## src/rtl/operand_reg_file_pkg.sv

```systemverilog
`default_nettype none
// ============================================================================
// Module      : operand_reg_file_pkg
// Description : Shared processor constants for the operand register file:
//               default geometry, register-index names, scoreboard state
//               encoding and an index range-check helper.
// Revision    : 1.0 - initial release
// ============================================================================
package operand_reg_file_pkg;

  localparam int c_DATA_W = 8;
  localparam int c_NREG   = 8;
  localparam int c_ADDR_W = $clog2(c_NREG);

  // Architectural register indices
  localparam int unsigned c_R0 = 0;
  localparam int unsigned c_R1 = 1;
  localparam int unsigned c_R2 = 2;
  localparam int unsigned c_R3 = 3;
  localparam int unsigned c_R4 = 4;
  localparam int unsigned c_R5 = 5;
  localparam int unsigned c_R6 = 6;
  localparam int unsigned c_R7 = 7;

  // Per-register scoreboard state
  typedef enum logic [0:0] {
    SB_IDLE    = 1'b0,
    SB_PENDING = 1'b1
  } sb_state_e;

  // True when a register index names an implemented register
  function automatic logic idx_valid(input int unsigned idx, input int unsigned nreg);
    return idx < nreg;
  endfunction

endpackage
`default_nettype wire

```

## src/rtl/operand_reg_file_reg_scoreboard.sv

```systemverilog
`default_nettype none
// ============================================================================
// Module      : reg_scoreboard
// Description : One pending bit (two-state FSM) per register plus the
//               combinational operand-hazard (stall) detection.
// Ports       : clk_i/rst_i      - clock, async active-high reset
//               write_i/waddr_i  - write-back, clears pending of waddr_i
//               pend_set_i/pend_addr_i - multi-cycle producer issue
//               rdN_en_i/raddrN_i - read port use and index
//               bypassN_i        - write-back forwards to read port N
//               stall_o          - operand hazard
// Revision    : 1.0 - initial release
// ============================================================================
module reg_scoreboard
  import operand_reg_file_pkg::*;
#(
  parameter int NREG   = c_NREG,
  parameter int ADDR_W = c_ADDR_W
) (
  input  logic              clk_i,
  input  logic              rst_i,
  input  logic              write_i,
  input  logic [ADDR_W-1:0] waddr_i,
  input  logic              pend_set_i,
  input  logic [ADDR_W-1:0] pend_addr_i,
  input  logic              rd1_en_i,
  input  logic [ADDR_W-1:0] raddr1_i,
  input  logic              bypass1_i,
  input  logic              rd2_en_i,
  input  logic [ADDR_W-1:0] raddr2_i,
  input  logic              bypass2_i,
  output logic              stall_o
);

  sb_state_e state_q [NREG];
  sb_state_e state_d [NREG];

  logic pend1;
  logic pend2;
  logic stall;
  logic set_ok;

  always_ff @(posedge clk_i or posedge rst_i) begin
    if (rst_i) begin
      for (int i = 0; i < NREG; i++) begin
        state_q[i] <= SB_IDLE;
      end
    end else begin
      for (int i = 0; i < NREG; i++) begin
        state_q[i] <= state_d[i];
      end
    end
  end

  always_comb begin
    pend1 = 1'b0;
    pend2 = 1'b0;
    // Out-of-range indices match no entry and therefore never look pending
    for (int i = 0; i < NREG; i++) begin
      if (raddr1_i == ADDR_W'(i)) pend1 = (state_q[i] == SB_PENDING);
      if (raddr2_i == ADDR_W'(i)) pend2 = (state_q[i] == SB_PENDING);
    end
    stall  = ~rst_i & ((rd1_en_i & pend1 & ~bypass1_i) |
                       (rd2_en_i & pend2 & ~bypass2_i));
    // A producer issued while the stage is held has not really issued
    set_ok = pend_set_i & ~stall;
  end

  assign stall_o = stall;

  always_comb begin
    for (int i = 0; i < NREG; i++) begin
      state_d[i] = state_q[i];
      case (state_q[i])
        SB_IDLE: begin
          if (set_ok && pend_addr_i == ADDR_W'(i)) state_d[i] = SB_PENDING;
        end
        SB_PENDING: begin
          // A same-edge new producer to this index outranks the write-back
          if (write_i && waddr_i == ADDR_W'(i) &&
              !(set_ok && pend_addr_i == ADDR_W'(i))) state_d[i] = SB_IDLE;
        end
        default: state_d[i] = SB_IDLE;
      endcase
    end
  end

endmodule
`default_nettype wire

```

## src/rtl/operand_reg_file.sv

```systemverilog
`default_nettype none
// ============================================================================
// Module      : operand_reg_file
// Description : Two-read / one-write register file with write-back bypass
//               and a load-use scoreboard producing an issue stall.
// Ports       : CLK, RESET (async, active-high)
//               IN/INADDRESS/WRITE      - write-back port
//               OUT1ADDRESS/OUT2ADDRESS - combinational read indices
//               RD1_EN/RD2_EN           - read ports used by issuing instr
//               PEND_SET/PEND_ADDR      - multi-cycle producer issue
//               OUT1/OUT2               - operand data
//               STALL                   - operand hazard, stage holds
// Revision    : 1.0 - initial release
// ============================================================================
module operand_reg_file
  import operand_reg_file_pkg::*;
#(
  parameter int DATA_W = c_DATA_W,
  parameter int NREG   = c_NREG,
  parameter int ADDR_W = (NREG > 1) ? $clog2(NREG) : 1
) (
  input  logic              CLK,
  input  logic              RESET,
  input  logic [DATA_W-1:0] IN,
  input  logic [ADDR_W-1:0] INADDRESS,
  input  logic              WRITE,
  input  logic [ADDR_W-1:0] OUT1ADDRESS,
  input  logic [ADDR_W-1:0] OUT2ADDRESS,
  input  logic              RD1_EN,
  input  logic              RD2_EN,
  input  logic              PEND_SET,
  input  logic [ADDR_W-1:0] PEND_ADDR,
  output logic [DATA_W-1:0] OUT1,
  output logic [DATA_W-1:0] OUT2,
  output logic              STALL
);

  logic [DATA_W-1:0] rf_q [NREG];
  logic [DATA_W-1:0] rf_d [NREG];

  logic [DATA_W-1:0] rd1_data;
  logic [DATA_W-1:0] rd2_data;
  logic              wr_valid;
  logic              bypass1;
  logic              bypass2;

  always_ff @(posedge CLK or posedge RESET) begin
    if (RESET) begin
      for (int i = 0; i < NREG; i++) begin
        rf_q[i] <= '0;
      end
    end else begin
      for (int i = 0; i < NREG; i++) begin
        rf_q[i] <= rf_d[i];
      end
    end
  end

  always_comb begin
    for (int i = 0; i < NREG; i++) begin
      rf_d[i] = rf_q[i];
      if (WRITE && INADDRESS == ADDR_W'(i)) rf_d[i] = IN;
    end
  end

  // Read mux defaults to zero so unimplemented indices read as 0
  always_comb begin
    rd1_data = '0;
    rd2_data = '0;
    for (int i = 0; i < NREG; i++) begin
      if (OUT1ADDRESS == ADDR_W'(i)) rd1_data = rf_q[i];
      if (OUT2ADDRESS == ADDR_W'(i)) rd2_data = rf_q[i];
    end
  end

  // Forwarding only applies to writes that actually land in a register
  assign wr_valid = WRITE & idx_valid(32'(INADDRESS), NREG);
  assign bypass1  = wr_valid & (INADDRESS == OUT1ADDRESS);
  assign bypass2  = wr_valid & (INADDRESS == OUT2ADDRESS);

  // Reset forces zero outputs even when a write-back would forward
  assign OUT1 = RESET ? '0 : (bypass1 ? IN : rd1_data);
  assign OUT2 = RESET ? '0 : (bypass2 ? IN : rd2_data);

  reg_scoreboard #(
    .NREG   (NREG),
    .ADDR_W (ADDR_W)
  ) u_scoreboard (
    .clk_i       (CLK),
    .rst_i       (RESET),
    .write_i     (WRITE),
    .waddr_i     (INADDRESS),
    .pend_set_i  (PEND_SET),
    .pend_addr_i (PEND_ADDR),
    .rd1_en_i    (RD1_EN),
    .raddr1_i    (OUT1ADDRESS),
    .bypass1_i   (bypass1),
    .rd2_en_i    (RD2_EN),
    .raddr2_i    (OUT2ADDRESS),
    .bypass2_i   (bypass2),
    .stall_o     (STALL)
  );

endmodule
`default_nettype wire

```

## config.mk

```make
export PLATFORM = sky130hd
export DESIGN_NAME = operand_reg_file
export DESIGN_NICKNAME = d
export VERILOG_FILES = /design/src/rtl/operand_reg_file_pkg.sv /design/src/rtl/operand_reg_file_reg_scoreboard.sv /design/src/rtl/operand_reg_file.sv
export SDC_FILE = /design/constraint.sdc
export NUM_CORES = 1
export LEC_CHECK = 0
export ABC_AREA = 1
export BUFFER_PORTS_ARGS = -buffer_cell sky130_fd_sc_hd__buf_2
export CAP_MARGIN = 10
export CORE_ASPECT_RATIO = 0.6
export CORE_MARGIN = 2
export CORE_UTILIZATION = 60
export CTS_BUF_LIST = sky130_fd_sc_hd__clkbuf_16
export DETAILED_ROUTE_END_ITERATION = 10
export PLACE_DENSITY = 0.81
export SLEW_MARGIN = 20
export SYNTH_ARGS = -nofsm -noshare
export SYNTH_HDL_FRONTEND = slang
export SYNTH_SLANG_ARGS = --single-unit
```

## constraint.sdc

```tcl
create_clock -name CLK -period 5.3 [get_ports CLK]
set_clock_uncertainty 0.2 [all_clocks]
set_input_delay 0.265 -clock CLK [delete_from_list [all_inputs] [get_ports CLK]]
set_output_delay 0.265 -clock CLK [all_outputs]
set_load 0.03 [all_outputs]
```

## After elaboration in Yosys (flattened, before gate mapping)

Cells that the tools add are included.

- Add/sub/neg operators: 0
- $mul: 0
- Div/mod/pow operators: 0
- Order comparisons: 0
- Equal/unequal tests: 30
- Shift-type cells: 0
- Muxes and demuxes: 60
- Bitwise logic cells: 21
- Reductions and logical operators: 36

Operators with widths:

| kind | count |
|---|---|
| $mux W8 | 20 |
| $eq A3 B3 Y1 const B | 16 |
| $mux W1 | 32 |
| $eq A3 B2 Y1 const B | 8 |
| $logic_and A1 B1 Y1 | 24 |
| $pmux W1 S2 | 8 |
| $eq A3 B1 Y1 const B | 4 |
| $logic_not A3 Y1 | 4 |
| $not A1 Y1 | 12 |
| $and A1 B1 Y1 | 8 |
| $logic_not A1 Y1 | 8 |
| $eq A3 B3 Y1 | 2 |
| $or A1 B1 Y1 | 1 |

- Flip-flop bits (word level): 72
- Bits in latches: 0
- Bits in writable memories: 0
- Bits in read-only memories: 0
- Bits of input ports: 26
- Output and inout bits: 17
- Logic and storage cells: 163
- Memories: 0

## Depth between registers and ports, before layout

- Depth after elaboration: 20
- Mapped depth: 13
- Mapped depth without buffers: 12

## By module

Synthesis repeated with hierarchy kept, for this count alone.

- Cells, all modules: 658
- Area total of the unflattened synthesis: 4409.2 um2

Modules (own cells, without submodules):

| module | times used | cells each | area each (um2) | seq. area each (um2) |
|---|---|---|---|---|
| operand_reg_file | 1 | 550 | 3787.4 | 1601.5 |
| reg_scoreboard | 1 | 108 | 621.8 | 200.2 |

## Worst setup path after synthesis

OpenSTA, ideal clock, no wires.

- Path type: input to output
- Start point: input port RESET
- End point: output port OUT1[5]
- Data arrival time: 3.616 ns
- Data required time: 4.835 ns
- Path slack: 1.219 ns
- Stages: 4
- Buffers on the path: 1
- Cells stage by stage: inv_1 > clkbuf_1 > o21ai_0 > a21oi_1

- Cells in the longest elaborated chain, start to end: 1

Ends and longest elaborated chain:

| what | RTL line | source |
|---|---|---|
| start, declared | operand_reg_file.sv:23 | `input logic RESET,` |
| $mux W8 | operand_reg_file.sv:82 | `assign OUT1 = RESET ? '0 : (bypass1 ? IN : rd1_data);` |
| end, declared | operand_reg_file.sv:33 | `output logic [DATA_W-1:0] OUT1,` |

Every way passes these cells.

## Final worst setup path

- Start point: input port RESET
- End point: output port STALL

- Cells in the longest elaborated chain, start to end: 2

Ends and longest elaborated chain:

| what | RTL line | source |
|---|---|---|
| $not A1 Y1 | operand_reg_file_reg_scoreboard.sv:63 | `stall = ~rst_i & ((rd1_en_i & pend1 & ~bypass1_i) \|` |
| $and A1 B1 Y1 | operand_reg_file_reg_scoreboard.sv:63 |  |
| end, declared | operand_reg_file.sv:35 | `output logic STALL` |

Every way passes these cells.

==> run_results.csv <==
group,metric,value,unit
clock_network,cts_tree,"yes",
sta,min_clock_period_post_route,3.089,ns
critical_path,critical_path_class,"in2out",
clock_network,cts.reportedPaths.clkPinSlew,0.06,ns
critical_path,ff2ff_setup_slack,3.64,ns
power,swShare,33.11,%
critical_path,crit_path_end_kind,"output pin",
synth,ys_ff_latch,72,
placement,finalWeightedCongestion,0.9398,
layout,insertedDiodeCount,0,
synth,sequential_to_total_area_share_from_yosys_stat,43.09,%
detailed_routing,iteration_0_drc_markers,467,
sta,timing.final.hold_violations,0,
detailed_routing,vias,4184,
detailed_routing,drtPass1Iterations,5,
clock_network,clock_root_cell,"sky130_fd_sc_hd__clkbuf_16",
sta,rsz_0062_raised_after_global_routing,"no",
sta,timing.slew.headroom,34.40,%
layout,drive_gt1_share,14.47,%
grt,grt_usage,32.07,%
synth,yosys_most_used_dff,"sky130_fd_sc_hd__dfrtp_1",
placement,hpwl_after_detailed_placement,8452,um
min_path,worst_hold_path.num_cells,4,
critical_path,cp_max_fo,64,
critical_path,cp_cell_sequence,"dlygate4sd3_1 -> buf_2 -> clkinv_2 -> buf_4 -> nand2_4 -> inv_1 -> buf_2",
floorplanning,initial_utilization,62.36,%
critical_path,regToRegStartpoint,"u_scoreboard.state_q[6]",
synth,count_of_flip_flops_with_a_built_in_enable_after_synthesis,0,
clock_network,cts.repair.resized,0,
sta,final.setup.tns,0,ns
min_path,holdCritPathClass,"in2reg",
layout,nets,636,
power,cell_internal_pwr,1.137,mW
critical_path,start_kind,"input pin",
detailed_routing,via_count_normalized_by_instance_count,5.960,
power,combinational_share_of_power,20.7,%
layout,final_common_cell,"sky130_fd_sc_hd__nand2_1",
clock_network,number_of_buffers_inserted_during_clock_tree_synthesis,9,
critical_path,cp_data_arrival_time,2.62,ns
power,portion_of_total_power_attributed_to_sequential_cells,43.4,%
critical_path,critPathLaunch,"RESET",
floorplanning,die_h,68.67,um
grt,global_route_wire_length_before_repair,18730,um
power,power.clock.fraction,35.9,%
detailed_routing,routed_length_per_instance,16.74,um
synth,synth-warning-count,0,
sta,report.final.slew_viol_count,0,
grt,antenna_found_initial,0,
layout,final_cell_mix,"sky130_fd_sc_hd__nand2_1, sky130_fd_sc_hd__o21ai_0, sky130_fd_sc_hd__dfrtp_1, sky130_fd_sc_hd__a21oi_1, sky130_fd_sc_hd__inv_1",
layout,footprint_of_the_multi_input_gates,2038,sq um
floorplanning,top_level_ports,43,
placement,buffer_ports.inserted,42,
critical_path,data_required_time_of_the_worst_path,4.84,ns
critical_path,r2r_cells,11,
power,report.power.total,1.700,mW
power,switchingPower,562.8,uW
status,status,"finished clean",
synth,syn-instance-count,571,
grt,grt_remaining_overflow,0,
sta,period_share,58.29,%
critical_path,crit_slowest_cell,"sky130_fd_sc_hd__clkinv_2",
clock_network,cts_num_sinks,72,
power,leakage,2.281,nW
grt,grt_pass1_vias,3876,
synth,post_synth_instance_area,4182,sq um
sta,final_setup_vio_count,0,
synth,ys_async_sr_fraction,100.0,%
floorplanning,floorplan.die_area,7675,sq um
detailed_routing,remaining_routing_drc_violations,0,
synth,ys_types,31,
synth,syn-mean-instance-area,7.323,sq um
grt,maximum_number_of_pins_on_one_net_before_global_route_repair,65,
layout,areaGrowthSynthToFinish,13.05,%
floorplanning,floorplan_core_area,6705,sq um
critical_path,cpPeakStageDelay,0.72,ns
layout,ff_latch_area,1802,sq um
layout,final_design_area_no_fill,4727,sq um
min_path,worst_hold_path.endpoint,"u_scoreboard.state_q[7]",
min_path,hold_start,"PEND_ADDR[1]",
clock_network,number_of_levels_the_h_tree_was_split_into,3,
power,power_density,359.6,nW/um^2
floorplanning,std_cell_rows,23,
detailed_routing,drtAntennaViolNets,0,
clock_network,clk-insertion-delay-late,0.34,ns
job,drv.max_cap_violation_count,0,
placement,placed_area,4418,sq um
critical_path,critical_path.reg2reg.endpoint,"u_scoreboard.state_q[3]",
synth,syn_nets,597,
critical_path,path_delay_family,"buffers and inverters",
detailed_routing,postRouteWirelength,11750,um
sta,tightest_slew,0.9840,ns
clock_network,cts_hold_buffers,1,
critical_path,path_buf_inv,6,
layout,nFillCells,555,
critical_path,critical-path-top-cell-by-count,"sky130_fd_sc_hd__buf_2",
sta,max_clock_freq,323.7,MHz
power,vdd_drop_max,272.0,uV
clock_network,setup_bufs_post_cts,0,
clock_network,cts_max_path_buffers,2,
floorplanning,die_w,111.8,um
flip-flops by register name, indices dropped and copies added, names as in the netlist:
signal	cells
u_scoreboard.state_q	8
rf_q	64
synthesized netlist by cell type, types with 3 or more instances:
master | n | area (sq um)
sky130_fd_sc_hd__a21oi_1 | 59 | 295.3
sky130_fd_sc_hd__buf_4 | 4 | 30.03
sky130_fd_sc_hd__clkbuf_1 | 9 | 33.78
sky130_fd_sc_hd__dfrtp_1 | 72 | 1802
sky130_fd_sc_hd__inv_1 | 57 | 214.0
sky130_fd_sc_hd__inv_2 | 6 | 22.52
sky130_fd_sc_hd__nand2_1 | 148 | 555.5
sky130_fd_sc_hd__nand3_1 | 20 | 100.1
sky130_fd_sc_hd__nand3_2 | 10 | 100.1
sky130_fd_sc_hd__nand4_1 | 8 | 50.05
sky130_fd_sc_hd__nor2_1 | 44 | 165.2
sky130_fd_sc_hd__nor3_1 | 9 | 45.04
sky130_fd_sc_hd__nor3_2 | 4 | 40.04
sky130_fd_sc_hd__o21ai_0 | 86 | 430.4
sky130_fd_sc_hd__o221ai_1 | 9 | 78.83
sky130_fd_sc_hd__o22ai_1 | 3 | 18.77
worst reg2reg max path: cells and delay by family (launching register included):
kind          cells  cell delay, ns
simple gates     11            0.94
flops             1            0.40
kinds of logic (layout without fill, tap and decap cells):
| group | after synthesis | count (layout) | synth area share (%) |
|---|---|---|---|
| buffers and inverters | 82 | 126 | 8.229 |
| AO/OA/AOI/OAI | 163 | 163 | 20.89 |
| AND/OR/NAND/NOR | 252 | 252 | 27.38 |
| flip-flops | 72 | 72 | 43.09 |
| XOR/XNOR | 2 | 2 | 0.4190 |
per-layer routing:
layer | global-route usage (%) | vias to the layer above | routed length (um)
met4 | 14.35 | 0 | 313
met3 | 8.217 | 32 | 1179
met1 | 44.00 | 1946 | 5029
met5 | 0 | - | 0
li1 | - | 1980 | -
met2 | 48.86 | 226 | 5229
worst max path at each step:
stage	to	cells past startpoint
after floorplan	OUT1[5]	4
after detailed placement	STALL	6
after global routing	STALL	7
final	STALL	7
after global placement	STALL	6
after CTS	STALL	7
cell type report:
| class | count | area share, % |
|---|---|---|
| clock buffers | 9 | 4.764 |
| clock inverters | 7 | 1.509 |
| inverters | 66 | 5.373 |
| multi-input cells | 417 | 43.12 |
| flip-flops and latches | 72 | 38.12 |
| well taps | 87 | 2.303 |
| repair buffers | 44 | 4.817 |
power by group through the flow:
stage | Combinational (mW) | Clock, mW | Sequential, mW
global placement | 0.329 | 0 | 0.736
finish | 0.351 | 0.610 | 0.738
floorplan | 0.261 | 0 | 0.719
global route | 0.397 | 0.632 | 0.748
CTS | 0.348 | 0.614 | 0.734
detailed placement | 0.344 | 0 | 0.742
stage by stage:
stage | utilization [%] | cells | hold WS (ns) | setup slack, ns
after floorplan | - | 571 | 0.2325 | 1.219
after global placement | 65.89 | 685 | 0.2642 | 2.708
after detailed placement | 65.89 | 685 | 0.2704 | 2.698
after CTS | 70.46 | 702 | 0.04221 | 2.156
after global routing | 70.50 | 702 | 0.07825 | 1.966
final | 70.50 | 702 | 0.05214 | 2.211
No activity file was read; power rests on OpenSTA's default activity.
